<file path="src/rtl/lsu_pkg.sv">
// Shared types and constants for the MEM-stage load/store sequencer.
package lsu_pkg;

    localparam int BE_W = 4;

    typedef enum logic [1:0] {
        IDLE,
        REQ,
        RESP,
        DONE
    } lsu_state_e;

    localparam logic [2:0] F3_LB  = 3'b000;
    localparam logic [2:0] F3_LH  = 3'b001;
    localparam logic [2:0] F3_LW  = 3'b010;
    localparam logic [2:0] F3_LBU = 3'b100;
    localparam logic [2:0] F3_LHU = 3'b101;
    localparam logic [2:0] F3_SB  = 3'b000;
    localparam logic [2:0] F3_SH  = 3'b001;
    localparam logic [2:0] F3_SW  = 3'b010;

endpackage

</file>
<file path="src/rtl/lsu_store_align.sv">
// Byte-enable, lane-shifted write data and misalignment flag for one access.
module lsu_store_align
    import lsu_pkg::*;
(
    input  logic            i_is_st,
    input  logic [2:0]      i_func3,
    input  logic [1:0]      i_off,
    input  logic [31:0]     i_rs2,
    output logic [BE_W-1:0] o_be,
    output logic [31:0]     o_wdata,
    output logic            o_misalign
);

    logic [7:0] w_be_wide;
    logic [4:0] w_sh;

    always_comb begin
        w_be_wide  = 8'h00;
        o_misalign = 1'b0;
        w_sh       = {i_off, 3'b000};
        o_wdata    = 32'h0;
        if (i_is_st) begin
            o_wdata = i_rs2 << w_sh;
            case (i_func3)
                F3_SB: w_be_wide = 8'h01 << i_off;
                F3_SH: begin
                    w_be_wide  = 8'h03 << i_off;
                    o_misalign = (i_off == 2'd3);
                end
                F3_SW: begin
                    w_be_wide  = 8'h0f << i_off;
                    o_misalign = (i_off != 2'd0);
                end
                default: w_be_wide = 8'h00;
            endcase
        end else begin
            // Loads always read the whole word; the filter picks the lane.
            w_be_wide = 8'h0f;
            case (i_func3)
                F3_LH, F3_LHU: o_misalign = (i_off == 2'd3);
                F3_LW:         o_misalign = (i_off != 2'd0);
                default:       o_misalign = 1'b0;
            endcase
        end
        o_be = w_be_wide[BE_W-1:0];
    end

endmodule

</file>
<file path="src/rtl/lsu_mem_ctrl.sv">
// MEM-stage load/store sequencer: bus handshake, pipeline stall,
// timeout recovery and raw load capture for the load-data filter.
module lsu_mem_ctrl
    import lsu_pkg::*;
#(
    parameter int unsigned ADDR_W  = 32,
    parameter int unsigned TIMEOUT = 1023
) (
    input  logic              clk,
    input  logic              rst_n,
    input  logic              mem_valid,
    input  logic              mem_is_st,
    input  logic [2:0]        mem_func3,
    input  logic [ADDR_W-1:0] mem_addr,
    input  logic [31:0]       mem_wdata,
    output logic              lsu_stall,
    output logic              bus_req,
    input  logic              bus_gnt,
    output logic              bus_we,
    output logic [ADDR_W-1:0] bus_addr,
    output logic [BE_W-1:0]   bus_be,
    output logic [31:0]       bus_wdata,
    input  logic              bus_rvalid,
    input  logic [31:0]       bus_rdata,
    output logic              ld_valid,
    output logic [31:0]       ld_data_raw,
    output logic [2:0]        ld_func3,
    output logic [1:0]        ld_lasttwo,
    output logic              lsu_err,
    output logic              lsu_misalign
);

    localparam int unsigned CW = (TIMEOUT < 2) ? 1 : $clog2(TIMEOUT);

    lsu_state_e        r_state;
    lsu_state_e        w_next;
    logic              r_is_st;
    logic [2:0]        r_func3;
    logic [ADDR_W-1:0] r_addr;
    logic [BE_W-1:0]   r_be;
    logic [31:0]       r_wdata;
    logic              r_mis;
    logic              r_err;
    logic [CW-1:0]     r_cnt;
    logic [31:0]       r_ld_data;
    logic [2:0]        r_ld_func3;
    logic [1:0]        r_ld_lasttwo;

    logic [BE_W-1:0]   w_be;
    logic [31:0]       w_wdata;
    logic              w_mis;
    logic              w_tmo;
    logic              w_cap;
    logic              w_to;

    lsu_store_align u_align (
        .i_is_st    (mem_is_st),
        .i_func3    (mem_func3),
        .i_off      (mem_addr[1:0]),
        .i_rs2      (mem_wdata),
        .o_be       (w_be),
        .o_wdata    (w_wdata),
        .o_misalign (w_mis)
    );

    assign w_tmo = (TIMEOUT != 0) && (r_cnt == CW'(TIMEOUT - 1));

    always_comb begin
        w_next    = r_state;
        lsu_stall = 1'b0;
        bus_req   = 1'b0;
        w_cap     = 1'b0;
        w_to      = 1'b0;
        case (r_state)
            IDLE: begin
                lsu_stall = mem_valid;
                if (mem_valid) w_next = REQ;
            end
            REQ: begin
                lsu_stall = 1'b1;
                bus_req   = 1'b1;
                if (bus_gnt && bus_rvalid) begin
                    w_next = DONE;
                    w_cap  = 1'b1;
                end else if (w_tmo) begin
                    w_next = DONE;
                    w_to   = 1'b1;
                end else if (bus_gnt) begin
                    w_next = RESP;
                end
            end
            RESP: begin
                lsu_stall = 1'b1;
                if (bus_rvalid) begin
                    w_next = DONE;
                    w_cap  = 1'b1;
                end else if (w_tmo) begin
                    w_next = DONE;
                    w_to   = 1'b1;
                end
            end
            DONE:    w_next = IDLE;
            default: w_next = IDLE;
        endcase
    end

    always_ff @(posedge clk or negedge rst_n) begin
        if (!rst_n) begin
            r_state <= IDLE;
            r_cnt   <= '0;
            r_err   <= 1'b0;
        end else begin
            r_state <= w_next;
            r_err   <= w_to;
            if (r_state == REQ || r_state == RESP) r_cnt <= r_cnt + 1'b1;
            else                                   r_cnt <= '0;
        end
    end

    always_ff @(posedge clk or negedge rst_n) begin
        if (!rst_n) begin
            r_is_st <= 1'b0;
            r_func3 <= 3'b0;
            r_addr  <= '0;
            r_be    <= '0;
            r_wdata <= 32'h0;
            r_mis   <= 1'b0;
        end else if (r_state == IDLE && mem_valid) begin
            r_is_st <= mem_is_st;
            r_func3 <= mem_func3;
            r_addr  <= mem_addr;
            r_be    <= w_be;
            r_wdata <= w_wdata;
            r_mis   <= w_mis;
        end
    end

    // A timed-out load hands the filter a zero word.
    always_ff @(posedge clk or negedge rst_n) begin
        if (!rst_n) begin
            r_ld_data    <= 32'h0;
            r_ld_func3   <= 3'b0;
            r_ld_lasttwo <= 2'b0;
        end else if ((w_cap || w_to) && !r_is_st) begin
            r_ld_data    <= w_to ? 32'h0 : bus_rdata;
            r_ld_func3   <= r_func3;
            r_ld_lasttwo <= r_addr[1:0];
        end
    end

    assign bus_we       = r_is_st;
    assign bus_addr     = {r_addr[ADDR_W-1:2], 2'b00};
    assign bus_be       = r_be;
    assign bus_wdata    = r_wdata;
    assign ld_valid     = (r_state == DONE) && !r_is_st;
    assign ld_data_raw  = r_ld_data;
    assign ld_func3     = r_ld_func3;
    assign ld_lasttwo   = r_ld_lasttwo;
    assign lsu_err      = (r_state == DONE) && r_err;
    assign lsu_misalign = (r_state == DONE) && r_mis;

endmodule

</file>
<file path="config.mk">
export PLATFORM = sky130hd
export DESIGN_NAME = lsu_mem_ctrl
export DESIGN_NICKNAME = d
export VERILOG_FILES = /design/src/rtl/lsu_pkg.sv /design/src/rtl/lsu_store_align.sv /design/src/rtl/lsu_mem_ctrl.sv
export SDC_FILE = /design/constraint.sdc
export NUM_CORES = 1
export LEC_CHECK = 0
export CAP_MARGIN = 20
export CORE_ASPECT_RATIO = 1.2
export CORE_UTILIZATION = 46
export CTS_BUF_LIST = sky130_fd_sc_hd__clkbuf_4
export DETAILED_ROUTE_END_ITERATION = 8
export GPL_TIMING_DRIVEN = 0
export PLACE_DENSITY = 0.91
export SLEW_MARGIN = 40
export SYNTH_ARGS = -nofsm -noshare
export SYNTH_HDL_FRONTEND = slang
export SYNTH_SLANG_ARGS = --single-unit
</file>
<file path="constraint.sdc">
create_clock -name clk -period 2.4 [get_ports clk]
set_input_delay 0.48 -clock clk [delete_from_list [all_inputs] [get_ports clk]]
set_output_delay 0.48 -clock clk [all_outputs]
set_load 0.01 [all_outputs]
</file>
Word level (Yosys, flattened, before mapping)
Cells that the tools add are included.
- multiplexer cells: 24
- eq/ne operators: 11
- $add $sub $neg: 1
- shift operators: 4
- reduce and logical (&&, ||, !) cells: 15
- operators by type and width (operator ; count):
    $mux 32 ; 2
    $shl 32x5->32 ; 1
    $mux 2 ; 6
    $pmux 4 s3 ; 1
    $add 10x1->10 const B ; 1
    $eq 10x10->1 const B ; 1
    $mux 10 ; 1
    $pmux 1 s2 ; 5
    $pmux 2 s4 ; 1
    $mux 1 ; 7
    $eq 2x2->1 const B ; 3
    $logic_and 1x1->1 ; 6
    $mux 4 ; 1
    $ne 4x4->1 const B ; 1
    $reduce_or 2->1 ; 2
    $shl 1x2->4 const A ; 1
    $shl 2x2->4 const A ; 1
    $shl 4x2->4 const A ; 1
    $eq 3x1->1 const B ; 1
    $eq 3x2->1 const B ; 1
    $eq 3x3->1 const B ; 1
    $logic_not 3->1 ; 1
    $ne 3x3->1 const B ; 1
    $reduce_and 3->1 ; 1
    other kinds (6) ; 7
- output and inout port bits: 111
- register bits: 123
- logic and storage cells: 67
- input bits: 105

Longest topological paths before layout
Gate-level depths: netlist of the first run.
- word-level depth: 6
- mapped depth: 8
- mapped depth without buffers: 6

Hierarchy
From an unflattened synthesis of the first run, not the netlist that was laid out.
- cells, all modules: 510
- area, all modules: 6272.3 um^2
- by module, submodules not included (module ; area an instance (um^2) ; instances ; cells an instance):
    lsu_mem_ctrl ; 5502.8 ; 1 ; 405
    lsu_store_align ; 769.5 ; 1 ; 105

Worst setup path before layout of the first run
OpenSTA, ideal clock, no wires.
- kind: register -> register
- from: register r_state[0]
- to: register r_ld_data[0], in the netlist ld_data_raw[0]
- slack: 0.488 ns
- period minus slack after synthesis: 1.912 ns
- arrival: 1.782 ns
- data required time: 2.270 ns
- cell stages (with the launch flop): 8
- path buffers: 1
- cell sequence: dfrtp_1 inv_1 ha_1 nand2_1 nor3_2 buf_4 mux2i_1 nor2_1
- cells in the longest elaborated chain, start to end: 4
- elaborated cells between the ends (all ways): 7
- RTL lines (item ; line ; source):
    start, declared ; lsu_mem_ctrl.sv:35 ; lsu_state_e r_state;
    start signal, assigned ; lsu_mem_ctrl.sv:113 ; r_state <= w_next;
    $eq 2x2->1 or $eq 2x1->1 (tied branches) ; lsu_mem_ctrl.sv:74 ; case (r_state)
    $pmux 1 s2 ; lsu_mem_ctrl.sv:74 ;
    $logic_or 1x1->1 ; lsu_mem_ctrl.sv:144 ; end else if ((w_cap || w_to) && !r_is_st) begin
    $logic_and 1x1->1 ; lsu_mem_ctrl.sv:144 ;
    end signal, assigned ; lsu_mem_ctrl.sv:145 ; r_ld_data <= w_to ? 32'h0 : bus_rdata;
    end, declared ; lsu_mem_ctrl.sv:45 ; logic [31:0] r_ld_data;
Several ways; a longest one is shown, not always the timed one.
A chain may end at the register's enable or synchronous reset.

Worst setup path after layout of the first run
- from: register r_state[1]
- to: output lsu_misalign
- cells in the longest elaborated chain, start to end: 2
- RTL lines (item ; line ; source):
    $eq 2x2->1 ; lsu_mem_ctrl.sv:160 ; assign lsu_misalign = (r_state == DONE) && r_mis;
    $logic_and 1x1->1 ; lsu_mem_ctrl.sv:160 ;
    end, declared ; lsu_mem_ctrl.sv:30 ; output logic lsu_misalign
No other way between the ends.

==> impl_metrics.json, run 1 <==
{
  "status": "finished, final reports clean",
  "synth_ff_type": "dfrtp_1",
  "max_slew_margin": 0.504,
  "period_minus_slack_ps": 2260,
  "wirelength_um": 15500,
  "rows": 44,
  "tns_ps": 0,
  "via_per_inst": 5.18,
  "end_kind": "output pin",
  "grtUsageMet3": 0.0611,
  "avgSynthCellArea_sq_um": 10.2,
  "antenna_found_initial": 1,
  "power_mw": 9.49,
  "reg2reg_slack_ps": 230,
  "cp.required_ps": 1920,
  "insertion_delay_ps": 530,
  "ant_nets": 0,
  "path_clk_slew_ps": 110,
  "yosys_register_bits": 123,
  "grt_overflow": 0,
  "setup_viol_count_final": 0,
  "start_util": 0.477,
  "fp.dieH_um": 126,
  "cp_cell_sequence": "buf_4 > ha_1 > and2_1 > dlygate4sd2_1",
  "drive_gt1_frac": 0.117,
  "dpl.hpwl_um": 11600,
  "hp-class": "primary input to flop",
  "syn2layout_area_growth_pct": 45.2,
  "dieArea_sq_um": 13200,
  "place_congestion": 0.857,
  "cts_tree": "built",
  "grtUsageMet2": 0.424,
  "period_share": 0.943,
  "internal_power_mw": 6.15,
  "grt_pass1_vias": 5119,
  "slowest_stage": "dfrtp_2",
  "finalMaxSlewViolations": 0,
  "nets": 923,
  "nFillCells": 923,
  "seqPwrFrac": 0.363,
  "dr.pass1.iters": 5,
  "cellLeakagePower_nw": 3.77,
  "yosys.cell_count.top_type": "nand2_1",
  "io_buffers": 210,
  "critPathTopFamily": "buffers and inverters",
  "swShare": 0.351,
  "startpoint_type": "flop",
  "combinationalPowerShare": 0.497,
  "cts_buffers": 17,
  "switchingPower_mw": 3.34,
  "async_flop_share": 1.00,
  "core_sq_um": 12300,
  "io_pins": 216,
  "dpl.cell_count": 949,
  "cts_sinks": 123,
  "final_cell_area_sq_um": 8510,
  "wl_per_cell_um": 15.7,
  "grt_max_degree": 69,
  "cts_buffer_depth": 2,
  "htree_num_levels": 4,
  "drt_iter0_drc": 304,
  "use_met1": 0.287,
  "finalNonFillerCells": 984,
  "synth_area_leader_cell": "dfrtp_1",
  "tightest_slew_ps": 738,
  "synthTopCellsByArea": "dfrtp_1 53%, nand2_1 8.2%, mux2i_1 6.8%",
  "yosysWarnings": 0,
  "critical_path_class": "flop to output pin",
  "vdd_ir_drop_max_mv": 0.537,
  "clock_power_share": 0.140,
  "drv_cap": 0,
  "yosys.area.top_type_share": 0.525,
  "grt.total_usage": 0.246,
  "drc": 0,
  "finalHoldViolations": 0,
  "die_w_um": 105,
  "max_freq_ghz": 0.442,
  "cts_root_buf": "clkbuf_4",
  "syn-instance-count": 576,
  "netlist_area_sq_um": 5860,
  "power_density_nw_per_um2": 1120,
  "grt_pass1_wl_um": 25300,
  "seq_area_frac_synth": 0.525,
  "synth_common_cells": "128 x nand2_1, 123 x dfrtp_1, 42 x nor2_1",
  "worst_ep_arrival_time_ps": 1780,
  "hold_ws_ps": 317,
  "vias": 5093,
  "grt_busiest_layer": "met2",
  "place_area_sq_um": 8200,
  "synth-edff-count": 0,
  "finalClockSkew_ps": 20.0,
  "cp_max_fo": 5,
  "worst-path-buf-inv": 2,
  "rsz0062_at_grt": "no",
  "critPathMaxStageDelay_ps": 440,
  "ys_types": 45
}
-- state kept, by name (all words and copies together), names as in the netlist, 2 cells and up --
signal and cells:
bus_wdata 32, ld_data_raw 32, r_addr 32, r_cnt 10, bus_be 4, ld_func3 3
r_func3 3, ld_lasttwo 2, r_state 2
-- cell type report --
class,instances,area (sq um),area share
Antenna cell,1,2.50,0.000294
Buffer,60,387,0.0454
Clock buffer,18,135,0.0159
Clock inverter,13,109,0.0128
Inverter,12,47.5,0.00559
Multi-Input combinational cell,380,2380,0.279
Sequential cell,123,3080,0.362
Tap cell,161,201,0.0237
Timing Repair Buffer,216,2170,0.255
-- cell families (layout without fill, tap and decap cells) --
family	Yosys count	after routing	share of synthesized area
and+or+nand+nor	217	217	0.161
DFF	123	123	0.525
AOI/OAI and AO/OA	99	99	0.113
buffers and inverters	74	319	0.0747
muxes	49	49	0.101
adders and majority gates	8	8	0.0171
xor gates and xnor gates	5	5	0.00747
other	1	3	0.000640
-- worst min-delay path: cells and delay by family --
family	cells	cell delay, ps
and+or+nand+nor	1	90
buffers and inverters	1	170
AOI/OAI and AO/OA	1	70
-- path summary, 6_finish.rpt --
| kind | cells after the start | from | to |
|---|---|---|---|
| worst max-delay path | 4 | r_state[1]$_DFFE_PN0P_ | lsu_misalign |
| worst min-delay path | 3 | mem_func3[0] | r_func3[0]$_DFFE_PN0P_ |
| worst max register to register | 7 | r_state[1]$_DFFE_PN0P_ | ld_data_raw[18]$_DFFE_PN0P_ |
| worst min register to register | 2 | r_addr[7]$_DFFE_PN0P_ | r_addr[7]$_DFFE_PN0P_ |
| max in group asynchronous | 3 | rst_n | r_cnt[2]$_DFF_PN0_ |
| min in group asynchronous | 2 | rst_n | r_addr[18]$_DFFE_PN0P_ |
-- per-stage QoR --
step	setup WS (ps)	utilization
3_5_place_dp	-288	0.668
5_1_grt	12.8	0.693
3_3_place_gp	-3970	0.665
4_1_cts	13.0	0.691
2_1_floorplan	488	-
6_report	138	0.693
-- layout by cell type (no fill, tap or decap), types with 6 or more instances in the layout --
cell               n
mux2i_1           40
nor2_1            42
clkinv_2           6
o21ai_0           30
a21oi_1           14
a211oi_1          10
nand2_1          128
nand3_1            7
ha_1               6
nor2b_1           12
clkdlybuf4s50_1  205
clkbuf_4          18
buf_4             39
and2_1             7
mux4_2             8
clkbuf_1          13
a22o_1            16
inv_1             10
dfrtp_1          122
-- layer usage --
layer  share of wire  up-vias
li1                -     2409
met3           0.057       41
met2            0.51      191
met1            0.40     2452
met4           0.034        0
met5               0        -
-- power groups by stage --
stage / clock, mW / combinational, mW / sequential [mW]
after floorplan: 0 / 2.05 / 3.67
after global placement: 0 / 4.52 / 3.45
after detailed placement: 0 / 4.64 / 3.49
after CTS: 1.36 / 4.74 / 3.44
after global routing: 1.45 / 5.12 / 3.57
final: 1.32 / 4.72 / 3.45
-- repair_timing --
item / in CTS / in global routing
endpoints found under the setup margin: 5 / 3
hold buffers: 1 / 0
setup buffers: 2 / 2
resized for setup: 15 / 4
endpoints found under the hold margin: 55 / 0
Note: power is estimated with default switching activity, not from simulation.
==> run 2: changes to the inputs <==
--- a/config.mk
+++ b/config.mk
@@ -9,6 +9,7 @@
 export CORE_ASPECT_RATIO = 1.2
 export CORE_UTILIZATION = 46
 export CTS_BUF_LIST = sky130_fd_sc_hd__clkbuf_4
+export CTS_CLUSTER_DIAMETER = 120
 export DETAILED_ROUTE_END_ITERATION = 8
 export GPL_TIMING_DRIVEN = 0
 export PLACE_DENSITY = 0.91
==> constraint.sdc (replaced) <==
create_clock -name clk -period 2.5 [get_ports clk]
set_input_delay 0.5 -clock clk [delete_from_list [all_inputs] [get_ports clk]]
set_output_delay 0.5 -clock clk [all_outputs]
set_load 0.01 [all_outputs]
==> impl_metrics.json, run 2 (same netlist as run 1, synthesis figures left out) <==
{
  "power_density_nw_per_um2": 1070,
  "internal_power_mw": 5.88,
  "grt_max_degree": 69,
  "finalClockSkew_ps": 19.0,
  "htree_num_levels": 4,
  "rows": 44,
  "combinationalPowerShare": 0.496,
  "critical_path_class": "flop to output pin",
  "final_cell_mix": "205 x clkdlybuf4s50_1, 128 x nand2_1, 122 x dfrtp_1",
  "ant_nets": 0,
  "hold_end": "r_func3[0]$_DFFE_PN0P_",
  "fp.dieH_um": 126,
  "dpl.hpwl_um": 11600,
  "setup_viol_count_final": 0,
  "finalHoldViolations": 0,
  "path_clk_slew_ps": 110,
  "clock_power_share": 0.140,
  "seqPwrFrac": 0.364,
  "critPathMaxStageDelay_ps": 550,
  "finalMaxSlewViolations": 0,
  "cts_buffers": 17,
  "cts_sinks": 123,
  "wirelength_um": 15500,
  "reg2reg_to": "ld_data_raw[18]$_DFFE_PN0P_",
  "power_mw": 9.07,
  "worst_ep_arrival_time_ps": 1890,
  "dr.pass1.iters": 5,
  "hp-class": "primary input to flop",
  "hold_depth": 3,
  "tightest_slew_ps": 742,
  "finalNonFillerCells": 983,
  "place_congestion": 0.857,
  "drive_gt1_frac": 0.113,
  "drv_cap": 0,
  "grt_overflow": 0,
  "dieArea_sq_um": 13200,
  "syn2layout_area_growth_pct": 44.7,
  "period_minus_slack_ps": 2390,
  "die_w_um": 105,
  "cp_max_fo": 6,
  "tns_ps": 0,
  "final.setup.worst_slack_ps": 109,
  "cp.required_ps": 2000,
  "worstHoldStart": "mem_func3[0]",
  "critPathTopFamily": "buffers and inverters",
  "status": "finished, final reports clean",
  "cts_tree": "built",
  "final_common_cell": "clkdlybuf4s50_1",
  "io_pins": 216,
  "antenna_found_initial": 1,
  "swShare": 0.352,
  "io_buffers": 210,
  "switchingPower_mw": 3.19,
  "nets": 922,
  "cts_buffer_depth": 2,
  "via_per_inst": 5.19,
  "max_freq_ghz": 0.418,
  "reg2reg_slack_ps": 320,
  "reg2regPathDepth": 7,
  "startpoint_type": "flop",
  "grt.total_usage": 0.246,
  "grt_pass1_wl_um": 25300,
  "pre_cts_ws_ps": -228,
  "worst-path-buf-inv": 2,
  "max_slew_margin": 0.502,
  "drc": 0,
  "core_sq_um": 12300,
  "period_share": 0.957,
  "grt_pass1_vias": 5119,
  "cp_cell_sequence": "inv_1 > ha_2 > clkdlybuf4s50_1",
  "vias": 5097,
  "slowest_stage": "clkdlybuf4s50_1",
  "reg2reg_from": "r_state[1]$_DFFE_PN0P_",
  "cts_root_buf": "clkbuf_4",
  "wl_per_cell_um": 15.8,
  "end_kind": "output pin",
  "cellLeakagePower_nw": 3.76,
  "vdd_ir_drop_max_mv": 0.516,
  "insertion_delay_ps": 530,
  "hold_ws_ps": 340,
  "start_util": 0.477,
  "drt_iter0_drc": 326,
  "dpl.cell_count": 949,
  "rsz0062_at_grt": "no"
}
==> run 2: worst register-to-register path, stage by stage (launching register included) <==
cell and delay, ps:
dfrtp_2 420, inv_1 130, ha_2 270, a21oi_1 220, nor3_2 410, buf_4 300, mux2i_1 260, nor2_1 60
==> run 2: cell type report <==
cell class | count | area [sq um]
inverter | 12 | 45.0
timing repair buffer | 214 | 2150
tap | 161 | 201
clock inverter | 13 | 109
buffer | 61 | 393
fill | 927 | 3790
antenna | 1 | 2.50
clock buffer | 18 | 135
multi-input combinational | 380 | 2370
sequential | 123 | 3080
==> run 2: power by group through the flow <==
stage,combinational (mW),clock [mW],sequential [mW]
final,4.50,1.27,3.30
after detailed placement,4.45,0,3.35
after CTS,4.54,1.30,3.30
after floorplan,1.97,0,3.52
after global routing,4.88,1.39,3.42
after global placement,4.34,0,3.31
==> run 2: worst max path at each step <==
stage | depth (start not counted) | slack, ps | endpoint | start
3_3_place_gp | 1 | -3890 | r_cnt[0]$_DFF_PN0_ | rst_n
2_1_floorplan | 7 | 590 | ld_data_raw[0]$_DFFE_PN0P_ | r_state[0]$_DFFE_PN0P_
6_report | 3 | 110 | bus_req | r_state[1]$_DFFE_PN0P_
4_1_cts | 6 | 1 | lsu_stall | r_state[0]$_DFFE_PN0P_
3_5_place_dp | 6 | -230 | lsu_stall | mem_valid
5_1_grt | 3 | 3 | bus_req | r_state[1]$_DFFE_PN0P_
==> run 2: routing by layer <==
metal / part of all wire / GRT usage / wire length, um
met1: 0.40 / 0.287 / 6220
met2: 0.51 / 0.424 / 7970
met5: 0 / 0 / 0
met4: 0.034 / 0.121 / 523
met3: 0.051 / 0.0611 / 784
==> run 2: timing repair <==
action | 4_1_cts | 5_1_grt
endpoints found under the hold margin | 55 | 0
buffers inserted | 2 | 0
resized for setup | 11 | 3
endpoints found under the setup margin | 3 | 1
hold buffers | 1 | 0
==> run 2: through the flow <==
stage | cell area [sq um] | utilization
global placement | 8170 | 0.665
CTS | 8480 | 0.691
global route | 8480 | 0.691
detailed placement | 8200 | 0.668
finish | 8480 | 0.691
floorplan | 5860 | -
